==> config.mk <==
export PLATFORM = sky130hd
export DESIGN_NAME = sample_msg_combiner
export DESIGN_NICKNAME = d
export VERILOG_FILES = /design/src/rtl/sample_msg_combiner.sv
export SDC_FILE = /design/constraint.sdc
export NUM_CORES = 2
export LEC_CHECK = 0
export ABC_CLOCK_PERIOD_IN_PS = 5900
export BUFFER_PORTS_ARGS = -buffer_cell sky130_fd_sc_hd__buf_4
export CAP_MARGIN = 20
export CORE_AREA = 2 2 499 501
export CTS_CLUSTER_DIAMETER = 40
export DETAILED_ROUTE_END_ITERATION = 7
export DIE_AREA = 0 0 501 503
export GPL_TIMING_DRIVEN = 0
export PLACE_DENSITY_LB_ADDON = 0.3
export SKIP_CTS_REPAIR_TIMING = 1
export SYNTH_ARGS = -nofsm -noshare
export SYNTH_HDL_FRONTEND = slang
export SYNTH_SLANG_ARGS = --single-unit
==> constraint.sdc <==
create_clock -name clk -period 5.9 [get_ports clk]
set_input_delay 0 -clock clk [delete_from_list [all_inputs] [get_ports clk]]
set_output_delay 0 -clock clk [all_outputs]
set_load 0.05 [all_outputs]
==> src/rtl/sample_msg_combiner.sv <==
// sample_msg_combiner
//   Merges a sample stream and a message stream onto one nd-qualified word bus.
//   A message (header word with MSB=1 carrying a length, then that many content
//   words with MSB=0) is always emitted contiguously; samples fill the gaps.
//   Message words are staged in a FIFO and only become visible to the output
//   side once the whole message has arrived (committed), so a broken message
//   can be thrown away without ever reaching the output.
//
// Ports
//   clk            in   clock, rising edge
//   rst            in   asynchronous active-high reset
//   in_samples     in   sample word, valid when in_samples_nd
//   in_samples_nd  in   sample strobe
//   in_msg         in   message word (header or content), valid when in_msg_nd
//   in_msg_nd      in   message strobe
//   out_data       out  merged stream word (registered)
//   out_nd         out  out_data valid, one cycle per word (registered)
//   error          out  sticky error flag, cleared only by rst
module sample_msg_combiner #(
    parameter int WIDTH            = 32,
    parameter int SAMPLE_BUF_LOG   = 4,
    parameter int MSG_BUF_LOG      = 6,
    parameter int MSG_LENGTH_WIDTH = 16
) (
    input  logic             clk,
    input  logic             rst,
    input  logic [WIDTH-1:0] in_samples,
    input  logic             in_samples_nd,
    input  logic [WIDTH-1:0] in_msg,
    input  logic             in_msg_nd,
    output logic [WIDTH-1:0] out_data,
    output logic             out_nd,
    output logic             error
);
    localparam int SD = 1 << SAMPLE_BUF_LOG;
    localparam int MD = 1 << MSG_BUF_LOG;
    // Message FIFO holds at most MD-1 words (full when wp+1 == rp).
    localparam logic [MSG_BUF_LOG:0] M_FULL_OCC = (MSG_BUF_LOG+1)'(MD - 1);

    localparam logic [0:0] ST_IDLE = 1'b0;
    localparam logic [0:0] ST_MSG  = 1'b1;

    logic [WIDTH-1:0]            r_s_mem [SD];
    logic [SAMPLE_BUF_LOG:0]     r_s_wp, r_s_rp;
    logic [WIDTH-1:0]            r_m_mem [MD];
    logic [MSG_BUF_LOG:0]        r_m_wp, r_m_cp, r_m_rp;
    logic [MSG_LENGTH_WIDTH-1:0] r_rem, r_cnt;
    logic                        r_discard;
    logic [0:0]                  r_state;

    logic                        w_s_empty, w_s_full, w_s_wr, w_s_err, w_s_rd;
    logic                        w_m_hdr, w_m_full, w_m_wr, w_m_err, w_m_ndisc;
    logic [MSG_LENGTH_WIDTH-1:0] w_m_len, w_m_nrem, w_head_len;
    logic [MSG_BUF_LOG:0]        w_m_base, w_m_nwp, w_m_ncp;
    logic                        w_m_avail, w_m_rd;
    logic [WIDTH-1:0]            w_m_head, w_s_head;

    // Sample FIFO: extra wrap bit distinguishes full from empty.
    assign w_s_empty = (r_s_wp == r_s_rp);
    assign w_s_full  = (r_s_wp[SAMPLE_BUF_LOG] != r_s_rp[SAMPLE_BUF_LOG]) &&
                       (r_s_wp[SAMPLE_BUF_LOG-1:0] == r_s_rp[SAMPLE_BUF_LOG-1:0]);
    assign w_s_wr    = in_samples_nd && !in_samples[WIDTH-1] && !w_s_full;
    assign w_s_err   = in_samples_nd && (in_samples[WIDTH-1] || w_s_full);
    assign w_s_head  = r_s_mem[r_s_rp[SAMPLE_BUF_LOG-1:0]];

    // Message input parser.
    always_comb begin
        w_m_hdr   = in_msg[WIDTH-1];
        w_m_len   = in_msg[WIDTH-2 -: MSG_LENGTH_WIDTH];
        // A header arriving mid-message restarts from the last commit point.
        // In DISCARD wp already equals cp, so the plain wp base is correct there.
        w_m_base  = (w_m_hdr && r_rem != '0) ? r_m_cp : r_m_wp;
        w_m_full  = ((w_m_base - r_m_rp) == M_FULL_OCC);
        w_m_wr    = 1'b0;
        w_m_err   = 1'b0;
        w_m_nwp   = r_m_wp;
        w_m_ncp   = r_m_cp;
        w_m_nrem  = r_rem;
        w_m_ndisc = r_discard;
        if (in_msg_nd) begin
            if (w_m_hdr) begin
                w_m_err = (r_rem != '0);
                if (w_m_full) begin
                    w_m_nwp   = r_m_cp;
                    w_m_err   = 1'b1;
                    w_m_ndisc = 1'b1;
                    w_m_nrem  = '0;
                end else begin
                    w_m_wr    = 1'b1;
                    w_m_nwp   = w_m_base + 1'b1;
                    w_m_nrem  = w_m_len;
                    w_m_ndisc = 1'b0;
                    if (w_m_len == '0) w_m_ncp = w_m_base + 1'b1;
                end
            end else if (!r_discard) begin
                if (r_rem == '0) begin
                    w_m_err = 1'b1;
                end else if (w_m_full) begin
                    // Message cannot fit: roll back and drop the rest of it.
                    w_m_nwp   = r_m_cp;
                    w_m_err   = 1'b1;
                    w_m_ndisc = 1'b1;
                    w_m_nrem  = '0;
                end else begin
                    w_m_wr   = 1'b1;
                    w_m_nwp  = r_m_wp + 1'b1;
                    w_m_nrem = r_rem - 1'b1;
                    if (r_rem == MSG_LENGTH_WIDTH'(1)) w_m_ncp = r_m_wp + 1'b1;
                end
            end
        end
    end

    // Output side: committed messages beat buffered samples; a message in
    // flight is never interrupted, its words are guaranteed present.
    assign w_m_avail  = (r_m_rp != r_m_cp);
    assign w_m_head   = r_m_mem[r_m_rp[MSG_BUF_LOG-1:0]];
    assign w_head_len = w_m_head[WIDTH-2 -: MSG_LENGTH_WIDTH];
    assign w_m_rd     = (r_state == ST_MSG) || w_m_avail;
    assign w_s_rd     = (r_state == ST_IDLE) && !w_m_avail && !w_s_empty;

    // Storage arrays carry no reset; pointers define their valid contents.
    always_ff @(posedge clk) begin
        if (w_s_wr) r_s_mem[r_s_wp[SAMPLE_BUF_LOG-1:0]] <= in_samples;
        if (w_m_wr) r_m_mem[w_m_base[MSG_BUF_LOG-1:0]]  <= in_msg;
    end

    always_ff @(posedge clk or posedge rst) begin
        if (rst) begin
            r_s_wp    <= '0;
            r_s_rp    <= '0;
            r_m_wp    <= '0;
            r_m_cp    <= '0;
            r_m_rp    <= '0;
            r_rem     <= '0;
            r_cnt     <= '0;
            r_discard <= 1'b0;
            r_state   <= ST_IDLE;
            out_data  <= '0;
            out_nd    <= 1'b0;
            error     <= 1'b0;
        end else begin
            if (w_s_wr) r_s_wp <= r_s_wp + 1'b1;
            if (w_s_rd) r_s_rp <= r_s_rp + 1'b1;
            r_m_wp    <= w_m_nwp;
            r_m_cp    <= w_m_ncp;
            r_rem     <= w_m_nrem;
            r_discard <= w_m_ndisc;
            if (w_s_err || w_m_err) error <= 1'b1;

            out_nd <= w_m_rd || w_s_rd;
            if (w_m_rd) begin
                out_data <= w_m_head;
                r_m_rp   <= r_m_rp + 1'b1;
            end else if (w_s_rd) begin
                out_data <= w_s_head;
            end

            if (r_state == ST_IDLE) begin
                if (w_m_avail) begin
                    r_cnt <= w_head_len;
                    if (w_head_len != '0) r_state <= ST_MSG;
                end
            end else begin
                r_cnt <= r_cnt - 1'b1;
                if (r_cnt == MSG_LENGTH_WIDTH'(1)) r_state <= ST_IDLE;
            end
        end
    end
endmodule

# Yosys cells after proc, flatten, opt, wreduce, memory -nomap -nowiden
# Memory sizes are Yosys's and may differ from the RTL's.
# Index checks and enable logic that the tools add are counted.
# W data, S select, Z words.
word_totals:
  register_bits: 99
  ram_bits: 2560
  inputBits: 68
  out_inout_bits: 34
  wordCells: 102
  memories: 2
op_classes:
  n_addsub: 8
  n_eq_ne: 10
  mux: 44
  bitwise: 2
  n_reduce_logical: 24
memory_table:
  columns: ["memory", "depth", "width", "rd", "rd_ports_with_merged_regs", "wr", "line", "rtl"]
  rows:
  - ["r_m_mem", 64, 32, 1, 0, 1, "45", "logic [WIDTH-1:0] r_m_mem [MD];"]
  - ["r_s_mem", 16, 32, 1, 0, 1, "43", "logic [WIDTH-1:0] r_s_mem [SD];"]
ops:
  columns: ["operator", "n"]
  rows:
  - ["$mux W16", 7]
  - ["$mux W7", 13]
  - ["$mux W32", 2]
  - ["$eq A16 B1 Y1 const B", 2]
  - ["$logic_not A16 Y1", 2]
  - ["$reduce_bool A16 Y1", 2]
  - ["$sub A16 B1 Y16 const B", 2]
  - ["$mux W1", 22]
  - ["$add A7 B1 Y7 const B", 3]
  - ["$add A5 B1 Y5 const B", 2]
  - ["$eq A7 B6 Y1 const B", 1]
  - ["$logic_and A1 B1 Y1", 7]
  - ["$ne A7 B7 Y1", 1]
  - ["$sub A7 B7 Y7", 1]
  - ["$reduce_and A6 Y1", 1]
  - ["$reduce_bool A2 Y1", 3]
  - ["$eq A5 B5 Y1", 1]
  - ["$eq A4 B4 Y1", 1]
  - ["$logic_not A1 Y1", 4]
  - ["$logic_or A1 B1 Y1", 4]
  - ["$ne A2 B2 Y1 const B", 2]
  - ["$reduce_and A3 Y1", 1]
  - ["$ne A2 B1 Y1 const B", 1]
  - ["$not A1 Y1", 2]
  - ["$ne A1 B1 Y1", 1]

# Logic depth before layout (Yosys ltp)
logic_depth:
  depth_word: 12
  depth_mapped: 17

# Least setup slack after synthesis
# No wires, ideal clock.
synth_timing:
  path_kind: "register to register"
  startpoint: "reg r_rem[11]"
  endpoint: "mem r_m_mem[63][0] (enable)"
  setup_time_ps: 461
  t_arrival_ps: 5458
  path_slack_ps: -18
  path_stages_with_launch: 15
  period_less_slack_ps: 5918
  cell_sequence: "dfrtp_1 clkbuf_1 nor4_1 nand4_1 o21ai_2 clkbuf_1 mux2i_1 inv_1 ha_1 xnor2_1 xnor2_1 o21ai_1 clkbuf_1 clkbuf_1 nor3_1"
synth_via:
  elab_chain_len: 12
  elab_cells_between_ends: 13
synth_rtl:
  columns: ["element", "line", "rtl"]
  rows:
  - ["start, declared", "47", "logic [MSG_LENGTH_WIDTH-1:0] r_rem, r_cnt;"]
  - ["start signal, assigned", "147", "r_rem <= w_m_nrem;"]
  - ["$reduce_bool A16 Y1", "72", "w_m_base = (w_m_hdr && r_rem != '0) ? r_m_cp : r_m_wp;"]
  - ["$logic_and A1 B1 Y1", "72", null]
  - ["$mux W7", "72", null]
  - ["$sub A7 B7 Y7", "73", "w_m_full = ((w_m_base - r_m_rp) == M_FULL_OCC);"]
  - ["$eq A7 B6 Y1", "73", null]
  - ["$mux W1", "83, 98", null]
  - ["$mux W1", "96", "if (r_rem == '0) begin"]
  - ["$mux W1", "95", "end else if (!r_discard) begin"]
  - ["$mux W1", "81", "if (w_m_hdr) begin"]
  - ["$mux W1", "80", "if (in_msg_nd) begin"]
  - ["$mux W1", "125", "if (w_m_wr) r_m_mem[w_m_base[MSG_BUF_LOG-1:0]] <= in_msg;"]
  - ["$mux W1 (implied by the code)", "125", null]
  - ["end, declared", "45", null]
# Parallel ways exist; a longest one is shown, timed or not.

# Final worst setup path
layout_timing:
  startpoint: "reg r_m_rp[3]"
  endpoint: "mem r_m_mem[14][12] (enable)"
layout_via:
  elab_chain_len: 9
layout_rtl:
  columns: ["element", "line", "rtl"]
  rows:
  - ["start, declared", "46", "logic [MSG_BUF_LOG:0] r_m_wp, r_m_cp, r_m_rp;"]
  - ["start signal, assigned", "154", "r_m_rp <= r_m_rp + 1'b1;"]
  - ["$sub A7 B7 Y7 (*)", "73", null]
  - ["$eq A7 B6 Y1 (*)", "73", null]
  - ["$mux W1 (*)", "83, 98", null]
  - ["$mux W1", "96", null]
  - ["$mux W1", "95", null]
  - ["$mux W1 (*)", "81", null]
  - ["$mux W1 (*)", "80", null]
  - ["$mux W1 (*)", "125", null]
  - ["$mux W1 (implied by the code) (*)", "125", null]
# Mark *: on every way between the ends. The rest lies on a longest branch, timed or not.

==> flow_summary_export.csv <==
group,metric,value,unit
worst_setup_path,cp.required,6.54,ns
clock_tree,cts_inserted_buffers,368,
sta,slew_headroom,12.2,%
synth,synthCells,4590,
global_route,grt_max_degree,77,
global_route,gr-usage-met2,38.0,%
worst_setup_path,r2r_slack,-0.12,ns
worst_setup_path,r2r_cells,16,
min_path,hold_path_end,"r_m_mem[35][0]$_DFFE_PP_",
worst_setup_path,path_class,"flop to flop",
cells_and_area,nNetsFinal,5582,
cells_and_area,layout_common_cells,"edfxtp_1, mux4_2, clkbuf_16",
global_route,grt_pass1_vias,53400,
synth,synth_area,103000,um2
route,final_antenna_net_count,0,
global_route,gr-usage-met3,6.32,%
sta,whs,0.153,ns
sta,hold_viol,0,
route,vias,55000,
worst_setup_path,rr_startpoint,"r_m_rp[3]$_DFFE_PP0N_",
clock_tree,ctsRootBufferMaster,"clkbuf_16",
pwr,peakVddDrop,458,uV
worst_setup_path,critPathLaunchType,"flop",
sta,rsz0062_at_grt,"true",
outcome,violations,"negative setup slack",
min_path,whs_path_depth,2,
route,routedWlPerCell,34.2,um
sta,setup_violations,34,
die,core-area,247000,um2
synth,yosys_warnings,0,
clock_tree,htree_levels,5,
worst_setup_path,r2r-end,"r_m_mem[14][12]$_DFFE_PP_",
synth,syn_area_per_cell,22.4,um2
die,die_w,501,um
sta,worstMarginPinSlew,1.32,ns
die,start_util,41.7,%
clock_tree,clockBufferDepth,4,
clock_tree,cts_tree,"yes",
synth,synth_edf_count,2560,
die,die_y,503,um
global_route,groute.usage.overall,24.0,%
die,fp-row-count,183,
sta,final.setup.worst_slack,-0.117,ns
synth,async_reset_ff_share,3.72,%
synth,synth_cell_types,72,
global_route,antenna_found_initial,23,
global_route,use_met1,32.4,%
pwr,power,0.0509,W
worst_setup_path,crit_slowest_cell,"buf_1",
cells_and_area,syn_to_final_growth,23.1,%
worst_setup_path,arrival,6.66,ns
place,dp_hpwl,197,mm
pwr,p_leak,40.8,nW
worst_setup_path,max_stage_delay,0.85,ns
worst_setup_path,cp_max_fo,15,
worst_setup_path,worstPathCellList,"buf_2 -> inv_2 -> buf_1 -> buf_8 -> buf_2 -> buf_1 -> ha_1 -> xnor2_1 -> nand4_1 -> or2_2 -> clkbuf_1 -> nand4_1 -> buf_8 -> nor2_4 -> buf_12 -> buf_16",
route,viasPerCell,6.09,
die,die_area,252000,um2
outcome,outcome,"finished with violations",
global_route,grt_pass1_wl,420,mm
route,drc,0,
route,drtPass1Iterations,6,
clock_tree,cts_sinks,2659,
route,drtIter0Drc,8542,
place,gp_congestion,0.851,
synth,ys_seq_area_share,77.1,%
min_path,hold_start,"in_msg[0]",
flow_run,maxCapViolCount,0,
sta,drv_slew,0,
synth,synth_fp_nets,4678,
die,ios,102,
clock_tree,clock_latency,0.97,ns
cells_and_area,final_common_cell,"edfxtp_1",
worst_setup_path,crit_path_end_kind,"flop",
sta,clock.fmax,166,MHz
sta,fin_tns_setup,-2.56,ns
global_route,grt_remaining_overflow,0,
min_path,hold_path.class,"primary input to flop",
synth,yosys_register_bits,2659,
route,drt_wl_total,309,mm
sta,final.min_clock_period,6.02,ns
cells_and_area,drive_gt1_share,34.2,%
sta,fin_skew,0.0689,ns
clock_tree,cts.clk_slew.worst_paths,0.06,ns
sta,fin_crit_sh,102,%
global_route,grt-busiest-layer,"met2",
place,numPortBuffers,101,
synth,synth-main-ff-cell,"edfxtp_1",
pwr,power_density,402,nW/um2
-- cells by family (layout without fill, tap and decap cells) --
kind of cell | Yosys count | after routing | synth area share (%)
other cells | 0 | 7 | 0
buf+inv | 273 | 1468 | 1.23
xor+xnor | 41 | 41 | 0.349
flops | 2659 | 2659 | 77.1
simple gates | 450 | 450 | 2.02
compound gates | 293 | 293 | 1.93
mux | 854 | 854 | 17.1
fa+ha+maj | 20 | 20 | 0.250
-- worst max-delay path, delay by kind of cell, from the launching register on --
kind,cells,cell delay [ns]
buffers and inverters,10,3.60
DFF,1,0.38
xor gates and xnor gates,1,0.14
and+or+nand+nor,4,1.05
adders and majority gates,1,0.40
-- sequential cells by signal, summed over array words and instances (netlist names) --
| signal | count |
|---|---|
| r_s_wp | 5 |
| r_s_mem | 512 |
| out_data | 32 |
| error | 1 |
| r_m_rp | 7 |
| r_state | 1 |
| r_m_cp | 7 |
| r_m_mem | 2048 |
| out_nd | 1 |
| r_s_rp | 5 |
| r_discard | 1 |
| r_rem | 16 |
| r_m_wp | 7 |
| r_cnt | 16 |
-- cell usage after synthesis, drive strengths merged, types with 18 or more instances --
cell type | count | area [um2]
xor2 | 18 | 158
edfxtp | 2560 | 76900
mux2i | 117 | 1170
a31oi | 38 | 238
ha | 19 | 238
nand3 | 27 | 140
nor2 | 139 | 522
inv | 25 | 93.8
nand2 | 149 | 559
xnor2 | 23 | 201
dfrtp | 99 | 2480
buf | 140 | 767
a21oi | 49 | 249
mux4 | 723 | 16300
nor3 | 41 | 210
a22oi | 39 | 293
o22ai | 22 | 138
o21ai | 47 | 239
clkbuf | 108 | 405
-- report_power, final --
part | leakage (nW) | internal (W) | switching [W] | total [W]
registers | 24.2 | 0.0213 | 0.000316 | 0.0216
clock network | 6.00 | 0.0139 | 0.00857 | 0.0225
logic | 10.6 | 0.00208 | 0.00472 | 0.00680
-- metal layers --
metal	share of wire [%]	up-vias	wire length, um
li1	-	21500	-
met1	37	29300	116000
met2	47	3639	146000
met3	11	659	34600
met4	3.9	10	12200
met5	0.024	-	75
-- area by class of cell --
type                    count  area (um2)
inverters                  25        98.8
well taps                3237        4050
fillers                 18900      120000
multi-input cells        1658       22900
plain buffers             243        1170
clock inverters           252        3020
clock buffers             409        9530
diodes                      7        17.5
repair buffers            539        6570
flip-flops and latches   2659       79400
-- metrics by stage --
step / util (%) / worst slack [ns] / area (um2) / std cells
2_1_floorplan: - / 0.192 / 103000 / 4590
3_3_place_gp: 43.6 / -5.65 / 108000 / 7928
3_5_place_dp: 45.1 / -1.04 / 111000 / 8101
4_1_cts: 50.2 / -1.15 / 124000 / 8762
5_1_grt: 51.3 / -0.194 / 127000 / 9024
6_report: 51.3 / -0.117 / 127000 / 9029
-- worst max path at each step --
stage                                     end                   from  slack, ns  depth (start not counted)
global placement     r_m_mem[55][2]$_DFFE_PP_  r_m_rp[1]$_DFFE_PP0N_      -5.65                         15
finish              r_m_mem[14][12]$_DFFE_PP_  r_m_rp[3]$_DFFE_PP0N_      -0.12                         16
global route         r_m_mem[14][0]$_DFFE_PP_  r_rem[11]$_DFFE_PP0P_      -0.19                         17
detailed placement  r_m_mem[26][31]$_DFFE_PP_  r_m_rp[1]$_DFFE_PP0N_      -1.04                         17
floorplan            r_m_mem[47][0]$_DFFE_PP_  r_rem[11]$_DFFE_PP0P_       0.19                         13
CTS                 r_m_mem[26][12]$_DFFE_PP_  r_m_rp[1]$_DFFE_PP0N_      -1.15                         17
Note: power is estimated with default switching activity, not from simulation.
